## config.mk

```make
export PLATFORM = sky130hd
export DESIGN_NAME = sig_change_logger
export DESIGN_NICKNAME = d
export VERILOG_FILES = /design/src/rtl/sig_change_logger.sv
export SDC_FILE = /design/constraint.sdc
export NUM_CORES = 1
export LEC_CHECK = 0
export CORE_AREA = 2 2 165 167
export CTS_CLUSTER_DIAMETER = 150
export DETAILED_ROUTE_END_ITERATION = 8
export DIE_AREA = 0 0 167 169
export GPL_TIMING_DRIVEN = 0
export PLACE_DENSITY_LB_ADDON = 0.08
export SLEW_MARGIN = 30
export SYNTH_ARGS = -nofsm -noshare
export SYNTH_HDL_FRONTEND = slang
export SYNTH_SLANG_ARGS = --single-unit
```

## constraint.sdc

```tcl
create_clock -name clk -period 13.73 [get_ports clk]
set_clock_uncertainty 0.05 [all_clocks]
set_input_delay 4.119 -clock clk [delete_from_list [all_inputs] [get_ports clk]]
set_output_delay 4.119 -clock clk [all_outputs]
set_load 0.05 [all_outputs]
```

## src/rtl/sig_change_logger.sv

```systemverilog
// Change recorder: pushes {timestamp, new value} into a first-word-fall-through FIFO whenever sig_in changes.
// Define SIG_LOGGER_WRAP_MARK_EN to add out_wrap and push a marker entry whenever the timestamp wraps.
`timescale 1ns/1ps
module sig_change_logger #(
  parameter int DATA_W = 4,
  parameter int TS_W   = 16,
  parameter int DEPTH  = 8
) (
  input  logic                     clk,
  input  logic                     rst,
  input  logic                     en,
  input  logic [DATA_W-1:0]        sig_in,
  output logic                     out_valid,
  input  logic                     out_ready,
  output logic [DATA_W-1:0]        out_data,
  output logic [TS_W-1:0]          out_ts,
`ifdef SIG_LOGGER_WRAP_MARK_EN
  output logic                     out_wrap,
`endif
  output logic [$clog2(DEPTH):0]   level,
  output logic                     overflow
);

  localparam int PTR_W = $clog2(DEPTH);
  localparam int LVL_W = PTR_W + 1;

  typedef enum logic [1:0] {
    S_IDLE,
    S_BASELINE,
    S_RUN
  } state_t;

  state_t              r_state;
  state_t              w_next_state;
  logic [TS_W-1:0]     r_ts;
  logic [DATA_W-1:0]   r_last;
  logic [PTR_W-1:0]    r_wr_ptr;
  logic [PTR_W-1:0]    r_rd_ptr;
  logic [LVL_W-1:0]    r_level;
  logic                r_overflow;

  logic [DATA_W-1:0]   r_mem_data [DEPTH];
  logic [TS_W-1:0]     r_mem_ts   [DEPTH];

  logic                w_change;
  logic                w_full;
  logic                w_pop;
  logic                w_push;
  logic                w_push_ok;
  logic                w_drop;
  logic [DATA_W-1:0]   w_push_data;
  logic [TS_W-1:0]     w_push_ts;

`ifdef SIG_LOGGER_WRAP_MARK_EN
  logic                r_mem_wrap [DEPTH];
  logic                r_pend_vld;
  logic [DATA_W-1:0]   r_pend_data;
  logic [TS_W-1:0]     r_pend_ts;
  logic                w_wrap_evt;
  logic                w_push_wrap;
  logic                w_pend_load;
  logic                w_pend_vld_nxt;
  logic                w_lost;
`endif

  // ---------------------------------------------------------------------------
  // Capture FSM
  // ---------------------------------------------------------------------------
  always_comb begin
    // NOTE: every output of a combinational block gets a default first, so no path can infer a latch.
    w_next_state = r_state;
    case (r_state)
      S_IDLE:     if (en) w_next_state = S_BASELINE;
      S_BASELINE: w_next_state = en ? S_RUN : S_IDLE;
      S_RUN:      if (!en) w_next_state = S_IDLE;
      default:    w_next_state = S_IDLE;
    endcase
  end

  assign w_change = (r_state == S_RUN) && (sig_in != r_last);
  assign w_full   = (r_level == LVL_W'(DEPTH));
  assign w_pop    = out_valid && out_ready;

`ifdef SIG_LOGGER_WRAP_MARK_EN
  assign w_wrap_evt = (r_state == S_RUN) && (r_ts == '0);

  // A wrap marker takes the slot; a same-cycle change waits one cycle in the pending register.
  always_comb begin
    w_push         = 1'b0;
    w_push_data    = sig_in;
    w_push_ts      = r_ts;
    w_push_wrap    = 1'b0;
    w_pend_load    = 1'b0;
    w_pend_vld_nxt = r_pend_vld;
    w_lost         = 1'b0;
    if (w_wrap_evt) begin
      w_push         = 1'b1;
      w_push_data    = r_last;
      w_push_ts      = '0;
      w_push_wrap    = 1'b1;
      w_lost         = r_pend_vld;
      w_pend_load    = w_change;
      w_pend_vld_nxt = w_change;
    end else if (r_pend_vld) begin
      w_push         = 1'b1;
      w_push_data    = r_pend_data;
      w_push_ts      = r_pend_ts;
      w_pend_load    = w_change;
      w_pend_vld_nxt = w_change;
    end else begin
      w_push         = w_change;
    end
  end

  assign w_drop = (w_push && w_full && !w_pop) || w_lost;
`else
  assign w_push      = w_change;
  assign w_push_data = sig_in;
  assign w_push_ts   = r_ts;
  assign w_drop      = w_push && w_full && !w_pop;
`endif

  assign w_push_ok = w_push && (!w_full || w_pop);

  // ---------------------------------------------------------------------------
  // State, timestamp and FIFO control
  // ---------------------------------------------------------------------------
  always_ff @(posedge clk) begin
    // NOTE: sequential state uses non-blocking assignments so every register samples pre-edge values.
    if (rst) begin
      r_state     <= S_IDLE;
      r_ts        <= '0;
      r_last      <= '0;
      r_wr_ptr    <= '0;
      r_rd_ptr    <= '0;
      r_level     <= '0;
      r_overflow  <= 1'b0;
`ifdef SIG_LOGGER_WRAP_MARK_EN
      r_pend_vld  <= 1'b0;
      r_pend_data <= '0;
      r_pend_ts   <= '0;
`endif
    end else begin
      r_state <= w_next_state;
      r_ts    <= r_ts + 1'b1;
      // Last value tracks sig_in even when the event itself is dropped on a full FIFO.
      if (r_state == S_BASELINE || w_change) r_last <= sig_in;
      if (w_push_ok) r_wr_ptr <= r_wr_ptr + 1'b1;
      if (w_pop)     r_rd_ptr <= r_rd_ptr + 1'b1;
      r_level <= r_level + LVL_W'(w_push_ok) - LVL_W'(w_pop);
      if (w_drop) r_overflow <= 1'b1;
`ifdef SIG_LOGGER_WRAP_MARK_EN
      r_pend_vld <= w_pend_vld_nxt;
      if (w_pend_load) begin
        r_pend_data <= sig_in;
        r_pend_ts   <= r_ts;
      end
`endif
    end
  end

  // NOTE: storage is not reset; the pointers and level define validity and outputs are masked while empty.
  always_ff @(posedge clk) begin
    if (!rst && w_push_ok) begin
      r_mem_data[r_wr_ptr] <= w_push_data;
      r_mem_ts[r_wr_ptr]   <= w_push_ts;
`ifdef SIG_LOGGER_WRAP_MARK_EN
      r_mem_wrap[r_wr_ptr] <= w_push_wrap;
`endif
    end
  end

  assign out_valid = (r_level != '0);
  assign out_data  = out_valid ? r_mem_data[r_rd_ptr] : '0;
  assign out_ts    = out_valid ? r_mem_ts[r_rd_ptr]   : '0;
`ifdef SIG_LOGGER_WRAP_MARK_EN
  assign out_wrap  = out_valid ? r_mem_wrap[r_rd_ptr] : 1'b0;
`endif
  assign level     = r_level;
  assign overflow  = r_overflow;

endmodule

```

== Word level (Yosys, flattened, before mapping) ==
Memory sizes are Yosys's and may differ from the RTL's. A register that Yosys moved wholly into a read port is not among the register bits.
Index checks and enable logic that the tools add are counted.
Word-level totals
  register bits: 33
  bits in latches: 0
  RAM bits: 160
  bits in read-only memories: 0
  bits of input ports: 8
  output and inout port bits: 26
  word-level logic and storage cells: 46
  memories: 2
Cells by class
  $add $sub $neg: 5
  multipliers: 0
  div/mod/pow operators: 0
  magnitude comparators: 0
  equality and inequality tests: 6
  shifts and indexed selects: 0
  muxes and demuxes: 12
  bitwise gates (word level): 0
  reduce and logical (&&, ||, !) cells: 14
Memories
  r_mem_ts: words 8, width 16, read ports 1, clocked after memory_dff 1, wr ports 1, RTL line 43  | logic [TS_W-1:0] r_mem_ts [DEPTH];
  r_mem_data: words 8, width 4, read ports 1, clocked after memory_dff 1, wr ports 1, RTL line 42  | logic [DATA_W-1:0] r_mem_data [DEPTH];
Operators by type and width (number)
  16-bit by 1-bit adder with 16-bit output, second input constant: 1
  16-bit two-way mux: 1
  3-bit two-way mux: 4
  3-bit by 1-bit adder with 3-bit output, second input constant: 2
  1-bit logical AND: 6
  2-bit two-way mux: 3
  2-bit one-hot mux with 3 select lines: 1
  4-bit by 1-bit adder with 4-bit output: 1
  4-bit == test, second input constant: 1
  4-bit two-way mux: 1
  2-bit != test, second input constant: 2
  4-bit != test: 1
  4-bit nonzero test: 1
  4-bit by 1-bit subtractor with 4-bit output: 1
  1-bit zero test: 3
  2-bit by 1-bit == test with 1-bit output, second input constant: 1
  2-bit == test, second input constant: 1
  2-bit zero test: 1
  1-bit logical OR: 2
  1-bit two-way mux: 2
  2-bit AND reduction: 1

== Longest topological paths before layout ==
  depth after elaboration: 7
  depth in mapped cells: 13
  gate-level depth less buffers: 13

== Worst setup path after synthesis ==
Ideal clock, no wire load.
  path kind: input to register
  start: input out_ready
  end: memory r_mem_data[1][0], enable pin
  library setup time: 448 ps
  data arrival time: 6698 ps
  required time: 13232 ps
  setup slack: 6534 ps
  stages: 4
  buffers on the path: 0
  cell sequence: nand2b_1 -> a311oi_2 -> nand2_2 -> nor4_1
Between the ends
  cells in the longest elaborated chain, start to end: 6
RTL lines
  from (decl): RTL line 14  | input logic out_ready,
  1-bit logical AND: RTL line 82  | assign w_pop = out_valid && out_ready;
  1-bit logical OR: RTL line 123  | assign w_push_ok = w_push && (!w_full || w_pop);
  1-bit logical AND: RTL line 123
  1-bit logical AND: RTL line 164  | if (!rst && w_push_ok) begin
  1-bit two-way mux: RTL line 164
  1-bit two-way mux (not written as such): RTL line 165  | r_mem_data[r_wr_ptr] <= w_push_data;
  to (decl): RTL line 42
Every way passes these cells.

==> flow_summary.toml <==
[critical_path]
r2r_cells = 8
r2r_end = "r_mem_ts[6][1]"
cp.required_ns = 9.56
crit_path_end_kind = "output port"
cp_top_family = "buffers and inverters"
crit_path_max_fanout = 10
critPathMaxStageDelay_ns = 0.84
rrSetupSlack_ns = 10.90
crit_arrival_ns = 2.95
worstReg2RegStart = "level[2]"
cp_slowest_cell = "clkdlybuf4s50_1"
path_class = "flip-flop to output port"
crit_buf_inv = 2
crit_chain = "buf_1, mux4_2, mux2i_1, nor2_1, clkdlybuf4s50_1"
startpoint_type = "flip-flop"

[clock_tree]
postCtsHoldBufs = 0
cts_sinks = 196
clk_path_buf_depth = 2
cts_setup_buffers = 0
path_clk_slew_ns = 0.07
numCtsBuffers = 17
clk_latency_ns = 0.42
cts_tree = "built"
root_buffer = "clkbuf_16"
cts_resized = 0
cts_max_level = 4

[hold_path]
min_to = "overflow"
min-delay-start = "overflow"
hold_class = "flip-flop to flip-flop"
min_path_cells = 2

[finish]
area_delta_synth_final_pct = 20.2
finalNetCount = 553
fillCellCount = 2516
drive_gt1_frac = 0.230
antenna_cells = 0

[synth]
syn_area_per_cell_um2 = 17.3
ys_top_cells_by_area = "edfxtp_1 (61%), mux4_2 (11%), dfxtp_1 (9.2%)"
ys_seq_area_frac = 0.702
synth_warnings = 0
synth_edf_count = 160
async_reset_ff_frac = 0
synth_commonest_cells = "edfxtp_1 (160), nor2_1 (49), mux4_2 (40)"
ys_types = 39
yosys.area.top_type = "edfxtp_1"
yosysTopAreaCellShare = 0.611
yosysMostFrequentCell = "edfxtp_1"
synth_cells = 456
syn-cell-area_um2 = 7870
synth_fp_nets = 474
ys_ff_latch = 196
synth-main-ff-cell = "edfxtp_1"

[timing]
max-slew-margin-rel = 0.396
slew_viol_final = 0
setup_viol = 0
rsz0062_at_grt = "false"
layout_setup_ws_ns = 6.61
finalHoldViolations = 0
tightest_slew_ns = 0.906
fin_tns_setup_ns = 0
min_period_ns = 7.12
fmax_ghz = 0.140
finalCritPeriodShare = 0.519

[routing]
ant_nets = 0
drtPass1Iterations = 4
routed_wl_um = 17300
route.vias.total = 4125
vias_per_cell = 4.65
drc = 0
drtIter0Drc = 288
wl_per_cell_um = 19.5

[run_status]
status = "complete, no violations"

[placed_design]
gp_congestion = 0.718
place_ws_ns = 6.65
dp_hpwl_um = 11800
portBuffers = 33

[power]
powerDensity_nw_per_um2 = 175
p_leak_nw = 3.05
peakVddDrop_v = 0.000101

[flow_run]
cap_violations = 0

[global_route]
antenna_found_initial = 0
overflow = 0
groute.usage.overall = 0.129
grt_max_degree = 19
grt_pass1_vias = 4293
grt_pass1_wl_um = 26600

[floorplanning]
initial_utilization = 0.297
die_w_um = 167
ioPinCount = 34
die_h_um = 169
fp.coreArea_um2 = 26500
rows = 60
die_area_um2 = 28200
layout make-up:
type | instances | area [µm²] | area share
Sequential cell | 196 | 5530 | 0.584
Buffer | 22 | 139 | 0.0147
Clock buffer | 17 | 425 | 0.0450
Tap cell | 341 | 427 | 0.0451
Multi-Input combinational cell | 226 | 2210 | 0.234
Clock inverter | 14 | 125 | 0.0132
Timing Repair Buffer | 60 | 564 | 0.0596
Inverter | 12 | 45.0 | 0.00476
registers in the layout, indices dropped and copies added (netlist names), named ones only:
name,count
r_mem_ts,128
r_mem_data,32
r_ts,16
level,4
r_last,4
r_rd_ptr,3
r_wr_ptr,3
r_state,2
overflow,1
layer usage:
metal / global-route usage / routed length, µm / part of all wire
met5: 0 / 0 / 0
met4: 0.0330 / 139 / 0.0080
met3: 0.0285 / 501 / 0.029
met2: 0.211 / 8530 / 0.49
met1: 0.175 / 8150 / 0.47
tightest hold or removal path, delay by kind of cell (launching register included):
| family | cells | cell delay, ns |
|---|---|---|
| compound gates | 1 | 0.05 |
| flops | 1 | 0.33 |
| simple gates | 1 | 0.07 |
layout by cell type (no fill, tap or decap), types with 3 or more instances in the layout:
cell	count
a21oi_1	6
a31oi_1	3
buf_2	16
buf_4	10
buf_6	11
clkbuf_1	7
clkbuf_16	17
clkdlybuf4s50_1	33
clkinv_4	3
clkinvlp_4	3
dfxtp_1	36
edfxtp_1	160
ha_1	9
inv_1	12
inv_8	3
mux2i_1	25
mux4_2	40
nand2_1	9
nand2b_1	5
nand3_1	11
nand4_1	8
nor2_1	47
nor2b_1	5
nor3_1	5
nor3_2	4
o221ai_1	4
or3_1	3
xnor2_1	16
xor2_1	4
worst max path at each step:
stage                          from                to  slack [ns]  cells after the start
final                     flip-flop        out_ts[15]        6.61                      5
after global routing      flip-flop        out_ts[15]        6.49                      5
after CTS                 flip-flop        out_ts[15]        6.52                      5
after detailed placement  sig_in[2]    r_mem_ts[6][7]        6.65                      8
after global placement    sig_in[2]   r_mem_ts[1][11]        3.06                      5
after floorplan           out_ready  r_mem_data[1][0]        6.53                      4
kinds of logic after synthesis:
kind of cell	synth area share
DFF	0.702
buffers and inverters	0.0231
and+or+nand+nor	0.0711
adders and majority gates	0.0169
AOI/OAI and AO/OA	0.0169
xor gates and xnor gates	0.0223
muxes	0.148
per-stage QoR:
step                utilization  cell area [µm²]  instances  total power (W)  hold WS, ns
detailed placement        0.336             8910        857          0.00122        0.426
global route              0.357             9460        888          0.00173        0.480
CTS                       0.357             9460        888          0.00168        0.454
global placement          0.325             8630        830          0.00122        0.418
finish                    0.357             9460        888          0.00165        0.435
floorplan                     -             7870        456          0.00105        0.404
report_power, final:
part | total (W) | internal (W) | leakage, nW | switching [W]
clock | 0.000462 | 0.000237 | 0.262 | 0.000225
combinational | 0.000530 | 0.000209 | 1.03 | 0.000321
sequential | 0.000660 | 0.000649 | 1.76 | 0.0000107
total | 0.00165 | 0.00110 | 3.05 | 0.000558
(Power assumes the default switching activity.)
